<file path="src/rtl/clk_div_gen_pkg.sv">
// -----------------------------------------------------------------------------
// clk_div_gen_pkg
// Shared constants and types for the clock divider / clock-enable generator.
//   DIV_W          : default width of a divide value
//   DEFAULT_DIV    : divide value every channel holds after reset
//   STARTUP_CYCLES : default oscillator settling hold after reset release
//   div_t          : divide-value type at the default width
//   idx_width()    : channel-select width, never less than one bit
// -----------------------------------------------------------------------------
package clk_div_gen_pkg;

    localparam int unsigned DIV_W          = 8;
    localparam int unsigned DEFAULT_DIV    = 16;
    localparam int unsigned STARTUP_CYCLES = 16;

    typedef logic [DIV_W-1:0] div_t;

    function automatic int unsigned idx_width(input int unsigned n);
        return (n > 1) ? $clog2(n) : 1;
    endfunction

endpackage

</file>
<file path="src/rtl/clk_div_gen_if.sv">
// -----------------------------------------------------------------------------
// clk_div_gen_if
// Control/status bundle of clk_div_gen.
//   en         : global run (master -> slave)
//   cfg_valid  : divider update request (master -> slave)
//   cfg_ch     : target channel (master -> slave)
//   cfg_div    : new divide value, 0 = channel off (master -> slave)
//   cfg_ready  : update accepted when cfg_valid && cfg_ready (slave -> master)
//   locked     : startup hold complete (slave -> master)
//   ce         : per-channel one-cycle enable pulse (slave -> master)
//   clk_out    : per-channel divided clock (slave -> master)
// -----------------------------------------------------------------------------
interface clk_div_gen_if #(
    parameter int unsigned NUM_CH = 2,
    parameter int unsigned DIV_W  = clk_div_gen_pkg::DIV_W
);
    import clk_div_gen_pkg::*;

    localparam int unsigned CH_W = idx_width(NUM_CH);

    logic              en;
    logic              cfg_valid;
    logic [CH_W-1:0]   cfg_ch;
    logic [DIV_W-1:0]  cfg_div;
    logic              cfg_ready;
    logic              locked;
    logic [NUM_CH-1:0] ce;
    logic [NUM_CH-1:0] clk_out;

    modport master (
        output en, cfg_valid, cfg_ch, cfg_div,
        input  cfg_ready, locked, ce, clk_out
    );

    modport slave (
        input  en, cfg_valid, cfg_ch, cfg_div,
        output cfg_ready, locked, ce, clk_out
    );

endinterface

</file>
<file path="src/rtl/clk_div_chan.sv">
// -----------------------------------------------------------------------------
// clk_div_chan
// One divider channel: period counter, active divide value, one-deep pending
// update register with glitch-free apply, and registered ce / clk_out.
//   clk       : oscillator clock
//   rst_n     : asynchronous active-low reset
//   i_run     : locked && en
//   i_first   : first cycle of i_run after it was low
//   i_wr      : accepted update for this channel (only when pending is empty)
//   i_wr_div  : divide value carried by the update
//   o_pend    : pending update waiting to be applied
//   o_ce      : one-cycle pulse at terminal count
//   o_clk_out : high for the first ceil(N/2) counts of each period
// -----------------------------------------------------------------------------
module clk_div_chan #(
    parameter int unsigned DIV_W       = clk_div_gen_pkg::DIV_W,
    parameter int unsigned DEFAULT_DIV = clk_div_gen_pkg::DEFAULT_DIV
) (
    input  logic             clk,
    input  logic             rst_n,
    input  logic             i_run,
    input  logic             i_first,
    input  logic             i_wr,
    input  logic [DIV_W-1:0] i_wr_div,
    output logic             o_pend,
    output logic             o_ce,
    output logic             o_clk_out
);

    typedef logic [DIV_W-1:0] cnt_t;

    localparam cnt_t DIV_RST = cnt_t'(DEFAULT_DIV);

    cnt_t r_cnt;
    cnt_t r_div;
    cnt_t r_pend_div;
    logic r_pend_vld;
    logic r_ce;
    logic r_clk_out;

    logic w_term;
    logic w_apply;
    cnt_t w_div_d;
    cnt_t w_cnt_d;
    cnt_t w_half;
    logic w_ce_d;
    logic w_clk_out_d;

    always_comb begin
        w_term  = (r_div != '0) && (r_cnt == r_div - 1'b1);
        // A pending value only takes over at a period boundary, or when the
        // channel produces nothing anyway, so no runt pulse is ever emitted.
        w_apply = r_pend_vld && (w_term || (r_div == '0) || !i_run);
        w_div_d = w_apply ? r_pend_div : r_div;

        // i_first holds the counter at 0 for one cycle so the registered
        // outputs show a clean period start in the first running cycle.
        if (!i_run || i_first || w_apply || w_term || (r_div == '0)) begin
            w_cnt_d = '0;
        end else begin
            w_cnt_d = r_cnt + 1'b1;
        end

        w_half      = (w_div_d >> 1) + cnt_t'(w_div_d[0]);
        w_ce_d      = i_run && (w_div_d != '0) && (w_cnt_d == w_div_d - 1'b1);
        w_clk_out_d = i_run && (w_div_d != '0) && (w_cnt_d < w_half);
    end

    always_ff @(posedge clk or negedge rst_n) begin
        if (!rst_n) begin
            r_cnt      <= '0;
            r_div      <= DIV_RST;
            r_pend_div <= '0;
            r_pend_vld <= 1'b0;
            r_ce       <= 1'b0;
            r_clk_out  <= 1'b0;
        end else begin
            r_cnt     <= w_cnt_d;
            r_div     <= w_div_d;
            r_ce      <= w_ce_d;
            r_clk_out <= w_clk_out_d;
            // i_wr is only raised while nothing is pending, so it never
            // coincides with an apply.
            if (i_wr) begin
                r_pend_div <= i_wr_div;
                r_pend_vld <= 1'b1;
            end else if (w_apply) begin
                r_pend_vld <= 1'b0;
            end
        end
    end

    assign o_pend    = r_pend_vld;
    assign o_ce      = r_ce;
    assign o_clk_out = r_clk_out;

endmodule

</file>
<file path="src/rtl/clk_div_gen.sv">
// -----------------------------------------------------------------------------
// clk_div_gen
// Multi-channel runtime-programmable clock-enable / divided-clock generator.
// Holds the startup (oscillator settling) counter, decodes configuration
// writes to channels and muxes cfg_ready; each channel is a clk_div_chan.
//   clk   : oscillator clock
//   rst_n : asynchronous active-low reset
//   bus   : slave side of clk_div_gen_if (en, cfg_*, locked, ce, clk_out)
// -----------------------------------------------------------------------------
module clk_div_gen #(
    parameter int unsigned NUM_CH         = 2,
    parameter int unsigned DIV_W          = clk_div_gen_pkg::DIV_W,
    parameter int unsigned DEFAULT_DIV    = clk_div_gen_pkg::DEFAULT_DIV,
    parameter int unsigned STARTUP_CYCLES = clk_div_gen_pkg::STARTUP_CYCLES
) (
    input  logic          clk,
    input  logic          rst_n,
    clk_div_gen_if.slave  bus
);
    import clk_div_gen_pkg::*;

    localparam int unsigned CH_W = idx_width(NUM_CH);
    localparam int unsigned SU_W = $clog2(STARTUP_CYCLES + 1);
    localparam logic [SU_W-1:0] SU_LAST = SU_W'(STARTUP_CYCLES - 1);

    logic [SU_W-1:0]   r_su_cnt;
    logic              r_locked;
    logic              r_run;

    logic              w_run;
    logic              w_first;
    logic              w_ready;
    logic [NUM_CH-1:0] w_wr;
    logic [NUM_CH-1:0] w_pend;
    logic [NUM_CH-1:0] w_ce;
    logic [NUM_CH-1:0] w_clk_out;

    // locked rises in the cycle after STARTUP_CYCLES cycles since release.
    always_ff @(posedge clk or negedge rst_n) begin
        if (!rst_n) begin
            r_su_cnt <= '0;
            r_locked <= 1'b0;
        end else if (!r_locked) begin
            if (r_su_cnt == SU_LAST) begin
                r_locked <= 1'b1;
            end else begin
                r_su_cnt <= r_su_cnt + 1'b1;
            end
        end
    end

    always_ff @(posedge clk or negedge rst_n) begin
        if (!rst_n) begin
            r_run <= 1'b0;
        end else begin
            r_run <= w_run;
        end
    end

    assign w_run   = r_locked && bus.en;
    assign w_first = w_run && !r_run;

    // Unmapped channel numbers fall through with ready high, so such a
    // request is accepted and dropped.
    always_comb begin
        w_ready = 1'b1;
        w_wr    = '0;
        for (int i = 0; i < NUM_CH; i++) begin
            if (bus.cfg_ch == CH_W'(i)) begin
                w_ready = !w_pend[i];
                w_wr[i] = bus.cfg_valid && !w_pend[i];
            end
        end
    end

    for (genvar g = 0; g < NUM_CH; g++) begin : g_ch
        clk_div_chan #(
            .DIV_W       (DIV_W),
            .DEFAULT_DIV (DEFAULT_DIV)
        ) u_chan (
            .clk       (clk),
            .rst_n     (rst_n),
            .i_run     (w_run),
            .i_first   (w_first),
            .i_wr      (w_wr[g]),
            .i_wr_div  (bus.cfg_div),
            .o_pend    (w_pend[g]),
            .o_ce      (w_ce[g]),
            .o_clk_out (w_clk_out[g])
        );
    end

    assign bus.cfg_ready = w_ready;
    assign bus.locked    = r_locked;
    assign bus.ce        = w_ce;
    assign bus.clk_out   = w_clk_out;

endmodule
</file>
<file path="src/flat_wrapper.sv">
// flat-port wrapper written by rule: the top's interface ports become plain ports
module clk_div_gen_flat import clk_div_gen_pkg::*;
#(
    parameter int unsigned NUM_CH         = 2,
    parameter int unsigned DIV_W          = clk_div_gen_pkg::DIV_W,
    parameter int unsigned DEFAULT_DIV    = clk_div_gen_pkg::DEFAULT_DIV,
    parameter int unsigned STARTUP_CYCLES = clk_div_gen_pkg::STARTUP_CYCLES
)
  (clk, rst_n, bus_en, bus_cfg_valid, bus_cfg_ch, bus_cfg_div, bus_cfg_ready, bus_locked, bus_ce, bus_clk_out);
  clk_div_gen_if #(.NUM_CH(NUM_CH), .DIV_W(DIV_W)) bus_i ();
  input  logic clk;
  input  logic rst_n;
  input wire logic [$bits(bus_i.en)-1:0] bus_en;
  input wire logic [$bits(bus_i.cfg_valid)-1:0] bus_cfg_valid;
  input wire logic [$bits(bus_i.cfg_ch)-1:0] bus_cfg_ch;
  input wire logic [$bits(bus_i.cfg_div)-1:0] bus_cfg_div;
  output wire logic [$bits(bus_i.cfg_ready)-1:0] bus_cfg_ready;
  output wire logic [$bits(bus_i.locked)-1:0] bus_locked;
  output wire logic [$bits(bus_i.ce)-1:0] bus_ce;
  output wire logic [$bits(bus_i.clk_out)-1:0] bus_clk_out;
  assign bus_i.en = bus_en;
  assign bus_i.cfg_valid = bus_cfg_valid;
  assign bus_i.cfg_ch = bus_cfg_ch;
  assign bus_i.cfg_div = bus_cfg_div;
  assign bus_cfg_ready = bus_i.cfg_ready;
  assign bus_locked = bus_i.locked;
  assign bus_ce = bus_i.ce;
  assign bus_clk_out = bus_i.clk_out;
  clk_div_gen #(.NUM_CH(NUM_CH), .DIV_W(DIV_W), .DEFAULT_DIV(DEFAULT_DIV), .STARTUP_CYCLES(STARTUP_CYCLES)) u_core (.clk(clk), .rst_n(rst_n), .bus(bus_i));
endmodule
</file>
<file path="config.mk">
export PLATFORM = sky130hd
export DESIGN_NAME = clk_div_gen_flat
export DESIGN_NICKNAME = d
export VERILOG_FILES = /design/src/rtl/clk_div_gen_pkg.sv /design/src/rtl/clk_div_gen_if.sv /design/src/rtl/clk_div_chan.sv /design/src/rtl/clk_div_gen.sv /design/src/flat_wrapper.sv
export SDC_FILE = /design/constraint.sdc
export NUM_CORES = 1
export LEC_CHECK = 0
export ABC_AREA = 1
export ABC_CLOCK_PERIOD_IN_PS = 3700
export CAP_MARGIN = 20
export CORE_MARGIN = 5
export CORE_UTILIZATION = 59
export CTS_CLUSTER_SIZE = 14
export DETAILED_ROUTE_END_ITERATION = 7
export DONT_BUFFER_PORTS = 1
export GPL_ROUTABILITY_DRIVEN = 1
export PLACE_DENSITY_LB_ADDON = 0.15
export SLEW_MARGIN = 20
export SYNTH_ARGS = -nofsm -noshare
export SYNTH_HDL_FRONTEND = slang
export SYNTH_SLANG_ARGS = --single-unit
</file>
<file path="constraint.sdc">
create_clock -name clk -period 3.7 [get_ports clk]
set_clock_uncertainty 0.2 [all_clocks]
set_input_delay 0.925 -clock clk [delete_from_list [all_inputs] [get_ports clk]]
set_output_delay 0.925 -clock clk [all_outputs]
set_load 0.01 [all_outputs]
</file>
# Yosys cells after proc, flatten, opt, wreduce, memory -nomap -nowiden
# Index checks and enable logic that the tools add are counted.
# totals
register_bits	61
input_bits	13
elab_cells	84
# op_classes
add_sub_neg	9
order_cmp	2
n_eq_ne	5
mux	13
bitwise_logic	2
reduce_logical	38
# ops
cell	count
== test 8 bit	4
2-to-1 mux 8 bit	4
nonzero test 8 bit	4
subtractor 8 x 1 -> 8 bit, second input constant	4
adder 7 x 1 -> 8 bit	2
adder 8 x 1 -> 8 bit, second input constant	2
logical NOT 8 bit	2
< comparator 8 bit	2
logical AND 1 bit	14
logical OR 1 bit	11
2-to-1 mux 1 bit	9
adder 5 x 1 -> 5 bit, second input constant	1
== test 5 x 4 -> 1 bit, second input constant	1
logical NOT 1 bit	4
nonzero test 2 bit	2
NOT 1 bit	2
AND reduction 2 bit	1

# Logic depth before layout (Yosys ltp)
# Gate-level depths: netlist (run 1).
# depth
ltp_word	12
mapped_depth	25
mapped_depth_nobuf	24

# By module
# From an unflattened synthesis (run 1), not the netlist that was laid out.
# hier_totals
cells_unflattened	658
area_unflattened_um2	4608.2
# modules_own_cells
mod	n_inst	cells_each	area_each_um2	seq_area_each_um2
clk_div_chan at u_core.g_ch[0].u_chan	1	314	2130.8	676.9
clk_div_chan at u_core.g_ch[1].u_chan	1	302	2112.0	676.9
clk_div_gen	1	42	365.4	175.2

# Least setup slack after synthesis (run 1)
# Ideal clock, no wire load.
# synth_timing
path_kind	register to register
from	reg u_core.g_ch[0].u_chan.r_div[0]
to	reg u_core.g_ch[0].u_chan.r_clk_out
arrival_ns	3.060
setup_slack_ns	0.320
stages_incl_launch_ff	23
n_path_buf	1
path_cell_list	dfrtp_1 > inv_2 > ha_1 > nand2_1 > a21o_1 > nand2_1 > nand3_1 > nor2_1 > nand2_2 > nand2_2 > buf_6 > nand3b_1 > nand2_1 > inv_1 > ha_1 > ha_1 > nand3_1 > nor3_1 > xor2_1 > ha_1 > nand2_1 > o21a_1 > and3_1
# synth_lines
item	line_no	source
from (decl)	clk_div_chan.sv:35	cnt_t r_div;
from (signal assigned)	clk_div_chan.sv:79	r_div <= w_div_d;
subtractor 8 x 1 -> 8 bit	clk_div_chan.sv:50	w_term = (r_div != '0) && (r_cnt == r_div - 1'b1);
== test 8 bit	clk_div_chan.sv:50	
logical AND 1 bit	clk_div_chan.sv:50	
logical OR 1 bit * (2 in a row)	clk_div_chan.sv:53	w_apply = r_pend_vld && (w_term || (r_div == '0) || !i_run);
logical AND 1 bit *	clk_div_chan.sv:53	
2-to-1 mux 8 bit *	clk_div_chan.sv:54	w_div_d = w_apply ? r_pend_div : r_div;
via u_core.g_ch[0].u_chan.w_div_d[1]	clk_div_chan.sv:43	cnt_t w_div_d;
adder 7 x 1 -> 8 bit / nonzero test 8 bit (equally long branches)	clk_div_chan.sv:64, clk_div_chan.sv:66	
< comparator 8 bit / logical AND 1 bit (equally long branches)	clk_div_chan.sv:66	w_clk_out_d = i_run && (w_div_d != '0) && (w_cnt_d < w_half);
logical AND 1 bit *	clk_div_chan.sv:66	
via u_core.g_ch[0].u_chan.w_clk_out_d	clk_div_chan.sv:47	logic w_clk_out_d;
to (signal assigned)	clk_div_chan.sv:81	r_clk_out <= w_clk_out_d;
to (decl)	clk_div_chan.sv:39	logic r_clk_out;
# Mark *: on every way through the listed nets, which the timed path passes. The rest lies on a longest branch.
# A chain may end at the register's enable or synchronous reset.

# Final worst setup path (run 1)
# Ends and elaborated chain as after synthesis.

==> impl_metrics.yaml, run 1 <==
logic_synthesis:
  ys_warn_count: 0
  synth_simple_gate_area_share_pct: 36.5
  synthAdderAreaFrac_pct: 7.83
  synth_xor_area_share_pct: 6.46
  yosysUniqueCellTypes: 32
  synth.avg_cell_area_um2: 6.95
  synthMuxAreaShare_pct: 0
  ys_seq_area_share_pct: 34.2
  synth-compound-area-share_pct: 4.90
  synthCells: 643
  synth_area_um2: 4470
  ys_seq_elements: 61
  synth_top_family_by_area: "simple AND/OR/NAND/NOR gates"
  syn_nets: 684
setup_path:
  worst-path-stages: 22
  required_ns: 3.73
  arrival_ns: 3.56
  path_delay_family: "simple AND/OR/NAND/NOR gates"
  cp-startpoint: "u_core.g_ch[0].u_chan.r_div[0]"
  critical_path_class: "flip-flop to flip-flop"
  r2r_setup_slack_ns: 0.18
  cp-end-kind: "flip-flop"
  critPathCapture: "u_core.g_ch[0].u_chan.o_clk_out"
  cp-start-kind: "flip-flop"
  critPathMaxStageDelay_ns: 0.45
  critPathMaxFanout: 7
  crit_slowest_cell: "dfrtp_2"
  cp_common_cell: "nand2_1"
  crit_path_cell_trace: "inv_6 > ha_4 > nand2_1 > a21o_1 > nand2_1 > nand3_1 > nor2_1 > nand2_2 > nand2_4 > nand2_2 > nand2_1 > nand2_2 > inv_2 > ha_2 > ha_2 > nand3_2 > nor3_2 > xor2_1 > ha_1 > nand2_1 > o21a_1 > and3_1"
  cp_num_buf_inv: 2
  r2r_start: "u_core.g_ch[0].u_chan.r_div[0]"
  ff2ff_path_depth: 22
  r2r-end: "u_core.g_ch[0].u_chan.o_clk_out"
clocking:
  cts-buffers-inserted: 9
  clock_latency_ns: 0.34
  holdBufCountCts: 0
  ctsLongestPathBuffers: 2
  clock_sinks: 61
  clockRootBuffer: "clkbuf_8"
  clk_pin_slew_ns: 0.08
  cts_tree: "done"
  htree_levels: 3
timing:
  clock.fmax_mhz: 284
  hold_viol: 0
  hold-worst-slack_ns: 0.0674
  worstMarginPinSlew_ns: 0.487
  min_period_ns: 3.52
  drv_slew: 0
  rsz0062_at_grt: "true"
  max_slew_margin_pct: 67.4
  final-setup-viol-count: 0
  finalCritPeriodShare_pct: 95.2
global_routing:
  grt_usage_pct: 23.5
  grt_pass1_vias: 3819
  antenna_found_initial: 0
  grt_pass1_wl_um: 18100
  grt_max_degree: 62
  overflow: 0
detailed_routing:
  drt-initial-drc-count: 346
  dr_total_vias: 4122
  via_per_inst: 5.37
  highest_layer: "met4"
  wl_um: 11100
  wl_per_cell_um: 14.4
  final_antenna_net_count: 0
  met2_length_um: 4740
  remaining_drc_errors: 0
  wl_met1_um: 5290
  firstDrtPassIters: 5
  wl_met3_um: 788
power:
  p_total_mw: 2.76
  leakage_nw: 2.63
  power.switching_mw: 1.16
  p_int_mw: 1.60
  pwr-share-comb_pct: 42.6
  netSwitchingFraction_pct: 42.0
  pwr-share-clk_pct: 24.6
  ir_drop_mv: 0.381
  p_per_area_nw_per_um2: 552
  pwr-share-seq_pct: 32.8
final_layout:
  mostFrequentLayoutCells: "nand2_1 (194), inv_1 (86), nor2_1 (58), dfrtp_1 (58), nand3_1 (55)"
  antennaDiodeCount: 0
  fin_nets: 705
  final_cell_count_no_fill: 768
  final_common_cell: "nand2_1"
  syn_to_final_growth_pct: 12.0
  fillers: 622
  drive_above_1_share_pct: 14.3
placed_design:
  placedCellCount: 744
  portBuffers: 0
  routabilityCongestion: 0.937
  dp.final_hpwl_um: 8340
die:
  fp-row-count: 31
  dieArea_um2: 9420
  ios: 19
  coreArea_um2: 7330
  die_h_um: 97.1
  die_w_um: 97.1
  start_util_pct: 61.0
worst_hold_path:
  hp-class: "primary input to async pin"
status:
  status: "completed"
run:
  drv_cap: 0
[cells by family after synthesis]
kind of cell,Yosys count
buffers and inverters,112
adder cells (fa/ha/maj),28
XOR/XNOR,33
AND/OR/NAND/NOR,367
flip-flops,61
AO/OA/AOI/OAI,42
[how the worst min path moves through the flow]
stage,startpoint,end,slack [ns],cells after the start
2_1_floorplan,u_core.r_su_cnt[3],u_core.r_su_cnt[3],0.24,1
3_3_place_gp,u_core.r_su_cnt[3],u_core.r_su_cnt[3],0.26,1
3_5_place_dp,u_core.r_su_cnt[3],u_core.r_su_cnt[3],0.26,1
4_1_cts,rst_n,u_core.g_ch[1].u_chan.r_div[2],0.06,0
5_1_grt,rst_n,u_core.g_ch[1].u_chan.r_cnt[0],0.04,0
6_report,rst_n,u_core.g_ch[1].u_chan.r_cnt[0],0.07,0
[power groups by stage]
| stage | registers (mW) | logic (mW) | clock network (mW) |
|---|---|---|---|
| global route | 0.920 | 1.33 | 0.722 |
| finish | 0.906 | 1.18 | 0.680 |
| global placement | 0.908 | 1.03 | 0 |
| floorplan | 0.861 | 0.830 | 0 |
| detailed placement | 0.910 | 1.05 | 0 |
| CTS | 0.900 | 1.07 | 0.686 |
[through the flow]
| stage | TNS (ns) | cell area, um^2 | setup slack [ns] | utilization, % |
|---|---|---|---|---|
| after global placement | -0.0126 | 4620 | -0.0126 | 63.0 |
| final | 0 | 5010 | 0.178 | 68.3 |
| after global routing | -0.143 | 5010 | -0.100 | 68.3 |
| after CTS | 0 | 4860 | 0.0196 | 66.3 |
| after detailed placement | -0.0850 | 4620 | -0.0850 | 63.0 |
| after floorplan | 0 | 4470 | 0.320 | - |
[registers in the layout, summed over array words and instances (netlist names)]
signal	flops
u_core.r_run	1
u_core.g_ch.u_chan.o_ce	2
u_core.g_ch.u_chan.r_cnt	16
u_core.bus.locked	1
u_core.g_ch.u_chan.r_div	16
u_core.g_ch.u_chan.o_clk_out	2
u_core.r_su_cnt	5
u_core.g_ch.u_chan.o_pend	2
u_core.g_ch.u_chan.r_pend_div	16
[cells in the mapped netlist (all sizes together)]
library cell,number,area share [%]
dfstp,2,1.2
clkbuf,3,0.25
nor2,66,6.1
nor3,4,0.45
buf,8,1.4
nor4,1,0.14
o21a,1,0.17
or2,4,0.56
nand3b,11,1.8
nand4,10,1.4
a21oi,13,1.5
xor2,23,4.5
and3,2,0.28
dfrtp,59,33
inv,101,8.5
o2111ai,1,0.20
nand2,208,19
a21o,1,0.17
nand3,61,7.2
o21ai,26,2.9
ha,28,7.8
xnor2,10,2.0
[metal layers]
layer  track usage [%]  vias up
li1                  -     2044
met1              35.8     1904
met2              34.3      148
met3              3.45       26
met4              7.56        0
met5                 0        -
[final cells by class]
cell class              count  area (um^2)  share of cell area [%]
well taps                  99          124                    2.47
repair buffers             21          158                    3.15
clock buffers               9          124                    2.47
flip-flops and latches     61         1530                    30.5
clock inverters             7         98.8                    1.97
inverters                 101          387                    7.72
multi-input cells         470         2590                    51.7
[repair_timing]
item | in CTS | in global routing
setup buffers | 0 | 8
gates resized for setup | 4 | 27
setup endpoints to repair | 1 | 2
pin swaps | 0 | 6
hold endpoints to repair | 0 | 0
cloned | 0 | 0
(Power assumes the default switching activity.)
==> run 2, diff against run 1 <==
--- a/config.mk
+++ b/config.mk
@@ -5,9 +5,8 @@
 export SDC_FILE = /design/constraint.sdc
 export NUM_CORES = 1
 export LEC_CHECK = 0
-export ABC_AREA = 1
 export ABC_CLOCK_PERIOD_IN_PS = 3700
-export CAP_MARGIN = 20
+export CAP_MARGIN = 15
 export CORE_MARGIN = 5
 export CORE_UTILIZATION = 59
 export CTS_CLUSTER_SIZE = 14
@@ -15,6 +14,7 @@
 export DONT_BUFFER_PORTS = 1
 export GPL_ROUTABILITY_DRIVEN = 1
 export PLACE_DENSITY_LB_ADDON = 0.15
+export REMOVE_ABC_BUFFERS = 1
 export SLEW_MARGIN = 20
 export SYNTH_ARGS = -nofsm -noshare
 export SYNTH_HDL_FRONTEND = slang
==> run 2 against run 1 <==
Against the previous run: the run now ends with negative setup slack left; area after synthesis fell by 4.8%; sequential power increased by 11%; combinational power increased to 2.5 times the previous value; final cell count decreased by 13%; core utilization increased by 14 points; critical path type unchanged; critical endpoint unchanged.
==> impl_metrics.yaml, run 2 <==
status:
  status: "finished with violations"
  violations: "negative setup slack"
timing:
  drv_slew: 0
  max_slew_margin_pct: 63.0
  fin_ws_ns: -0.619
  min_period_ns: 4.32
  worstMarginPinSlew_ns: 0.553
  rsz0062_at_grt: "true"
  fin_tns_setup_ns: -2.43
  finalCritPeriodShare_pct: 117
  final-setup-viol-count: 5
  clock.fmax_mhz: 232
  hold_viol: 0
logic_synthesis:
  synthCells: 445
  yosysTopAreaCell: "dfrtp_1"
  yosysTopAreaCellShare_pct: 34.7
  ys_async_sr_fraction_pct: 100
  synthFlopType: "dfrtp_1"
  synthAdderAreaFrac_pct: 8.23
  synth_common_cells: "dfrtp_1 (59), xnor2_1 (43), nor2_1 (41)"
  synthTopCellsByArea: "dfrtp_1 (35%), xnor2_1 (8.9%), ha_1 (8.2%)"
  synth_simple_gate_area_share_pct: 18.0
  synth.avg_cell_area_um2: 9.56
  yosysUniqueCellTypes: 64
  ys_warn_count: 0
  ys_seq_area_share_pct: 35.9
  post-synth-top-count-cell: "dfrtp_1"
  synth-compound-area-share_pct: 9.70
  synth_xor_area_share_pct: 14.1
  synth_area_um2: 4260
  synth_edf_count: 0
  synthMuxAreaShare_pct: 9.09
  synth_top_family_by_area: "simple AND/OR/NAND/NOR gates"
  ys_seq_elements: 61
placed_design:
  dp_slack_ns: -0.641
  portBuffers: 0
  dp.final_hpwl_um: 8240
  placedCellCount: 619
  placed_area_um2: 4990
  routabilityCongestion: 0.933
global_routing:
  overflow: 0
  grt_max_degree: 62
  grt_pass1_vias: 3975
  grt_pass1_wl_um: 20300
  antenna_found_initial: 0
  grt_usage_pct: 29.9
power:
  ir_drop_mv: 0.512
  leakage_nw: 2.66
  p_per_area_nw_per_um2: 781
setup_path:
  critPathMaxFanout: 3
  cp-start-kind: "flip-flop"
  cp-end-kind: "flip-flop"
  arrival_ns: 4.37
  required_ns: 3.75
  critical_path_class: "flip-flop to flip-flop"
clocking:
  cts-buffers-inserted: 9
  cts_tree: "done"
  clk_pin_slew_ns: 0.08
  clock_latency_ns: 0.36
  htree_levels: 3
  ctsLongestPathBuffers: 2
  clockRootBuffer: "clkbuf_8"
  clock_sinks: 61
final_layout:
  fillers: 365
  fin_nets: 608
  regArea_um2: 1530
  multi_input_area_um2: 2830
  mostFrequentLayoutCells: "buf_4 (103), dfrtp_1 (59), xnor2_1 (42)"
  largestRegisters: "u_core.g_ch.u_chan.r_cnt (16), u_core.g_ch.u_chan.r_div (16), u_core.g_ch.u_chan.r_pend_div (16)"
  final_common_cell: "buf_4"
  final_cell_count_no_fill: 671
  finalInstanceArea_um2: 5880
  syn_to_final_growth_pct: 38.2
  drive_above_1_share_pct: 37.8
  antennaDiodeCount: 0
run:
  drv_cap: 0
detailed_routing:
  via_per_inst: 6.41
  firstDrtPassIters: 5
  remaining_drc_errors: 0
  drt-initial-drc-count: 475
  dr_total_vias: 4298
  wl_per_cell_um: 22.6
  final_antenna_net_count: 0
  wl_um: 15200
die:
  ios: 19
  dieArea_um2: 9010
  die_w_um: 94.9
  coreArea_um2: 7140
  start_util_pct: 59.6
  fp-row-count: 31
  die_h_um: 94.9
worst_hold_path:
  hp-class: "primary input to async pin"
==> run 2: cell count changes in the layout (fill, tap and decap cells not counted), moves of 10 or more <==
cell     delta
inv_2      -10
nor2_1     -17
buf_6      +24
inv_1      -61
o21ai_0    -12
nand2_1   -171
buf_4      +82
mux2_2     +18
xnor2_1    +32
mux2i_1    +10
nand3_1    -40
==> run 2: layer usage <==
metal,share of wire (%),GRT usage (%),vias to the layer above
li1,-,-,1807
met1,38,41.6,2044
met2,47,45.2,350
met3,10,5.10,97
met4,5.4,14.3,0
met5,0,0,-
==> run 2: critical path, cell delays in order, from the launching register on <==
cell,delay (ns)
dfrtp_1,0.40
buf_4,0.16
nor4_4,0.28
buf_4,0.18
nand2_2,0.07
xnor2_1,0.14
a2111o_1,0.47
o21ai_4,0.21
nand2_4,0.12
mux2i_4,0.23
inv_2,0.12
ha_4,0.16
ha_4,0.14
nand2_2,0.07
nor4_4,0.24
xnor2_1,0.12
ha_1,0.31
and4_1,0.16
a21oi_1,0.15
nand2_1,0.07
a311oi_1,0.20
==> run 2: where the power goes <==
group	leakage (nW)	switching, mW	internal [mW]
clock network	0.0964	0.286	0.328
logic	1.82	1.44	1.53
registers	0.742	0.192	0.815
total	2.66	1.92	2.67
==> run 2: timing repair <==
item | CTS | global route
hold buffers | 0 | 0
buffers inserted | 26 | 9
resized for setup | 50 | 41
cloned | 1 | 0
pin swaps | 25 | 18
endpoints found under the setup margin | 4 | 5
==> run 2: cell type report <==
class	instances	area share, %
inverter	28	1.79
timing repair buffer	130	18.8
clock inverter	4	0.809
sequential	61	26.0
tap	99	2.11
multi-input combinational	337	48.1
clock buffer	12	2.47
==> run 2: per-stage QoR <==
step,total power [mW],hold WS [ns],util [%]
3_5_place_dp,3.00,0.269,69.9
5_1_grt,4.77,0.0458,82.4
6_report,4.59,0.0556,82.4
4_1_cts,4.02,0.0529,78.9
2_1_floorplan,2.12,0.238,-
3_3_place_gp,2.95,0.259,69.9
==> run 2: kinds of logic after synthesis <==
| kind of cell | after synthesis |
|---|---|
| simple gates | 148 |
| xor+xnor | 66 |
| flops | 61 |
| compound gates | 60 |
| buf+inv | 47 |
| mux | 35 |
| fa+ha+maj | 28 |
==> run 2: path summary, 6_finish.rpt <==
check | to | cells after the start | from | slack, ns
worst max-delay path | u_core.g_ch[0].u_chan.o_clk_out | 20 | u_core.g_ch[0].u_chan.r_div[2] | -0.62
worst min-delay path | u_core.g_ch[0].u_chan.r_div[1] | 0 | rst_n | 0.06
worst max register to register | u_core.g_ch[0].u_chan.o_clk_out | 20 | u_core.g_ch[0].u_chan.r_div[2] | -0.62
worst min register to register | u_core.r_su_cnt[3] | 1 | u_core.r_su_cnt[3] | 0.28
max in group asynchronous | u_core.g_ch[0].u_chan.r_div[4] | 0 | rst_n | 3.05
min in group clk | u_core.r_su_cnt[3] | 1 | u_core.r_su_cnt[3] | 0.28
